--- config.mk ---
export PLATFORM = sky130hd
export DESIGN_NAME = morse_symbol_timer
export DESIGN_NICKNAME = d
export VERILOG_FILES = /design/src/rtl/morse_pkg.sv /design/src/rtl/morse_symbol_timer.sv
export SDC_FILE = /design/constraint.sdc
export NUM_CORES = 1
export LEC_CHECK = 0
export CORE_ASPECT_RATIO = 1.2
export CORE_UTILIZATION = 55
export CTS_CLUSTER_SIZE = 30
export DETAILED_ROUTE_END_ITERATION = 6
export GPL_ROUTABILITY_DRIVEN = 0
export PLACE_DENSITY_LB_ADDON = 0.25
export SETUP_SLACK_MARGIN = 0.4
export SLEW_MARGIN = 20
export SYNTH_ARGS = -nofsm -noshare
export SYNTH_HDL_FRONTEND = slang
export SYNTH_SLANG_ARGS = --single-unit
--- constraint.sdc ---
create_clock -name clk -period 4.85 [get_ports clk]
set_clock_uncertainty 0.15 [all_clocks]
set_input_delay 0.7275 -clock clk [delete_from_list [all_inputs] [get_ports clk]]
set_output_delay 0.7275 -clock clk [all_outputs]
set_load 0.03 [all_outputs]
--- src/rtl/morse_pkg.sv ---
// morse_pkg
// Shared definitions for the Morse trainer input checker:
//   - per-letter target patterns and lengths (1 = dash, first symbol in
//     the MSB of the used field)
//   - letter FSM state encoding
//   - select_target(): maps the level FSM's one-hot letter selects to a
//     target pattern, priority C > E > F > H
package morse_pkg;

    localparam logic [3:0] PAT_C = 4'b1010;
    localparam logic [2:0] LEN_C = 3'd4;
    localparam logic [3:0] PAT_E = 4'b0000;
    localparam logic [2:0] LEN_E = 3'd1;
    localparam logic [3:0] PAT_F = 4'b0010;
    localparam logic [2:0] LEN_F = 3'd4;
    localparam logic [3:0] PAT_H = 4'b0000;
    localparam logic [2:0] LEN_H = 3'd4;

    typedef enum logic [2:0] {
        ST_IDLE,
        ST_PRESS,
        ST_GAP,
        ST_CHECK,
        ST_CLEAR,
        ST_DONE
    } state_t;

    typedef struct packed {
        logic       valid;
        logic [3:0] pattern;
        logic [2:0] len;
    } target_t;

    function automatic target_t select_target(input logic c, input logic e,
                                              input logic f, input logic h);
        target_t t;
        t = '{valid: 1'b0, pattern: 4'b0000, len: 3'd0};
        if (c)      t = '{valid: 1'b1, pattern: PAT_C, len: LEN_C};
        else if (e) t = '{valid: 1'b1, pattern: PAT_E, len: LEN_E};
        else if (f) t = '{valid: 1'b1, pattern: PAT_F, len: LEN_F};
        else if (h) t = '{valid: 1'b1, pattern: PAT_H, len: LEN_H};
        return t;
    endfunction

endpackage

--- src/rtl/morse_symbol_timer.sv ---
// morse_symbol_timer
// Synchronizes the Morse key and times presses, releases and the clear
// interval with a single saturating duration counter.
// Ports:
//   clk, resetn       - clock, synchronous active-low reset
//   key               - raw (debounced, asynchronous) key
//   in_press/in_gap/in_clear - letter FSM is in PRESS / GAP / CLEAR
//   cnt_clr           - restart the counter (FSM changes state)
//   ks_rise           - synchronized key rising edge (only once armed)
//   sym_valid         - key released while in PRESS
//   sym_dash          - current press is long enough to be a dash
//   gap_done          - release has lasted GAP_CYC cycles
//   clear_done        - clear interval has lasted CLEAR_CYC cycles
import morse_pkg::*;

module morse_symbol_timer #(
    parameter int unsigned DOT_MAX_CYC = 12_500_000,
    parameter int unsigned GAP_CYC     = 25_000_000,
    parameter int unsigned CLEAR_CYC   = 50_000_000,
    parameter int unsigned CNT_W       = 27
) (
    input  logic clk,
    input  logic resetn,
    input  logic key,
    input  logic in_press,
    input  logic in_gap,
    input  logic in_clear,
    input  logic cnt_clr,
    output logic ks_rise,
    output logic sym_valid,
    output logic sym_dash,
    output logic gap_done,
    output logic clear_done
);

    logic             sync1;
    logic             ks;
    logic             ks_d;
    logic             primed;
    logic             armed;
    logic [CNT_W-1:0] cnt;

    // A key already held when reset is released must not look like a
    // press. 'primed' marks that sync1 holds a real key sample rather than
    // its reset value; rises only count after a real low has been seen.
    always_ff @(posedge clk) begin
        if (!resetn) begin
            sync1  <= 1'b0;
            ks     <= 1'b0;
            ks_d   <= 1'b0;
            primed <= 1'b0;
            armed  <= 1'b0;
        end else begin
            sync1  <= key;
            ks     <= sync1;
            ks_d   <= ks;
            primed <= 1'b1;
            if (primed && !sync1)
                armed <= 1'b1;
        end
    end

    always_ff @(posedge clk) begin
        if (!resetn || cnt_clr || !(in_press || in_gap || in_clear))
            cnt <= '0;
        else if (cnt != '1)
            cnt <= cnt + 1'b1;
    end

    assign ks_rise    = armed & ks & ~ks_d;
    assign sym_valid  = in_press & ks_d & ~ks;
    assign sym_dash   = (cnt >= CNT_W'(DOT_MAX_CYC));
    assign gap_done   = in_gap & (cnt == CNT_W'(GAP_CYC - 1));
    assign clear_done = in_clear & (cnt == CNT_W'(CLEAR_CYC - 1));

endmodule

==> flow_summary.yaml <==
run_status:
  status: "finished clean"
synthesis:
  avgSynthCellArea_um2: 8.04
  yosysWarnings: 0
  ys.flop_type: "dfxtp_1"
  netlist_area_mm2: 0.00175
  synth_edf_count: 0
  synth_cell_types: 48
  synth-async-reset-ratio_pct: 0
  syn_inst: 218
  ys_seq_area_share_pct: 36.6
  synth_fp_nets: 227
  ys_ff_latch: 32
cts:
  cts_hold_buf: 0
  cts_tree: "done"
  cts-htree-levels: 2
  clk_path_buf_depth: 2
  root_buffer: "clkbuf_4"
  insertion_delay_ps: 350
  cts_resized: 0
  cts_made_buffers: 5
  cts_setup_buffers: 0
  cts_sinks: 32
  clk_pin_slew_ps: 110
route:
  drc: 0
  firstDrtPassIters: 4
  wirelength_met1_um: 1670
  routed_wl_um: 4130
  vias: 1685
  ant_nets: 0
  wl_per_cell_um: 15.9
  topRoutingLayerUsed: "met4"
  met3_length_um: 260
  drtIter0Drc: 65
  vias_per_cell: 6.51
  wl_met2_um: 2040
cells_and_area:
  layout_common_cells: "dfxtp_1 (32), a21oi_1 (19), nand2_1 (18)"
  register_area_um2: 641
  synthToLayoutAreaGrowth_pct: 9.14
  n_antenna_cell: 0
  layout-drive-gt1-share_pct: 8.07
  final_common_cell: "dfxtp_1"
  fillers: 273
  num-nets-final: 231
  multi_input_area_mm2: 0.00101
die:
  ios: 12
  core_mm2: 0.00306
  initial_core_util_pct: 57.3
  die_x_um: 53.5
  die_h_um: 63.8
  dieArea_mm2: 0.00342
  rows: 22
critical_path:
  worstSetupEndpointType: "output port"
  max_stage_delay_ps: 740
  crit_type: "flop to output port"
  critPathRequiredTime_ps: 3970
  path_cells: "and2_1 -> and3_1 -> and3b_1 -> o21ai_0 -> o311ai_0 -> clkdlybuf4s50_1"
  crit_path_start_kind: "flop"
  reg2reg_from: "cnt[22]"
  crit_path_max_fanout: 10
  cpMaxStageDelayCell: "clkdlybuf4s50_1"
  cp-startpoint: "cnt[18]"
  crit_arrival_ps: 2700
sta:
  hold_viol: 0
  slew-limit-headroom_pct: 47.2
  rsz0062_at_grt: "no"
  finalSetupViolations: 0
  fin_crit_ps: 3580
  fin_ws_ps: 1270
  whs_ps: 335
  fmax_ghz: 0.279
  worst_slew_pin_slew_ps: 792
  report.final.slew_viol_count: 0
  fin_setup_tns_ps: 0
  period_share_pct: 73.9
global_route:
  grt_pass1_wl_um: 7000
  first_global_vias: 1612
  gr-total-overflow: 0
  grtUsageTotal_pct: 28.1
  antenna_found_initial: 0
  grt_max_degree: 26
power_and_ir_drop:
  power.internal_mw: 0.382
  pwr-share-comb_pct: 3.7
  pwr-share-seq_pct: 54.1
  power.total_mw: 0.494
  p_leak_nw: 0.586
  swShare_pct: 22.7
  clock_power_share_pct: 42.2
  switching_power_mw: 0.112
  vdd_drop_max_v: 0.000258
  power_density_mw_per_mm2: 258
placed_design:
  hpwl_um: 2920
  numPortBuffers: 11
  post-place-ws_ps: 1440
flow_run:
  drv_cap: 0
worst_hold_path:
  hp-start: "armed"
  hold_path_class: "flop to flop"
## path summary, 6_finish.rpt
| check | to | slack [ps] | cells after the start |
|---|---|---|---|
| worst min register to register | armed | 340 | 1 |
| worst max-delay path | sym_dash | 1270 | 6 |
| worst min-delay path | armed | 340 | 1 |
| worst max register to register | cnt[21] | 2360 | 5 |
## cell type report
type / count / share of cell area [%]
clock buffer: 5 / 1.96
timing repair buffer: 12 / 6.15
inverter: 5 / 0.982
clock inverter: 3 / 2.23
multi-input combinational: 166 / 52.8
tap: 36 / 2.36
sequential: 32 / 33.5
## power groups by stage
stage	combinational (mW)	clock (mW)	sequential, mW
finish	0.0183	0.208	0.267
global route	0.0199	0.224	0.268
CTS	0.0184	0.210	0.267
detailed placement	0.0182	0	0.273
global placement	0.0177	0	0.273
floorplan	0.00869	0	0.273
## state kept, by name (all words and copies together), names as in the netlist
signal,cells
armed,1
cnt,27
ks,1
ks_d,1
primed,1
sync1,1
## Yosys cell counts, types with 4 or more instances
master	n	share of area (%)
inv_1	5	1.1
a21oi_1	19	5.4
nor3_1	6	1.7
o21ai_1	7	2.0
and2_1	5	1.8
o21ai_0	8	2.3
and3_1	4	1.4
dfxtp_1	32	37
a31oi_1	5	1.8
nand4_1	11	3.9
clkbuf_1	7	1.5
nor2_1	13	2.8
buf_2	5	1.4
nor4_1	4	1.4
nand2_1	18	3.9
or3_1	12	4.3
nand3_1	15	4.3
## layer usage
layer  vias up  global-route usage (%)
li1        825                       -
met1       766                    32.8
met2        74                    44.5
met3        20                    5.24
met4         0                    19.4
met5         -                       0
## critical path: cells and delay by family, from the launching register on
family,cells,cell delay [ps]
AND/OR/NAND/NOR,3,870
buffers and inverters,1,740
flip-flops,1,520
AO/OA/AOI/OAI,2,230
## cell families (layout without fill, tap and decap cells)
kind of cell | after synthesis | after routing | synth area share, %
xor+xnor | 4 | 4 | 2.00
simple gates | 108 | 108 | 35.9
flops | 32 | 32 | 36.6
fa+ha+maj | 2 | 2 | 1.43
compound gates | 52 | 52 | 17.9
buf+inv | 20 | 25 | 6.21
## stage by stage
stage | instance area (um^2) | std cells | util [%]
after global routing | 1910 | 259 | 62.6
after floorplan | 1750 | 218 | -
after CTS | 1910 | 259 | 62.6
final | 1910 | 259 | 62.6
after global placement | 1830 | 251 | 60.0
after detailed placement | 1830 | 251 | 60.0
Power figures use the tool's default switching activity.
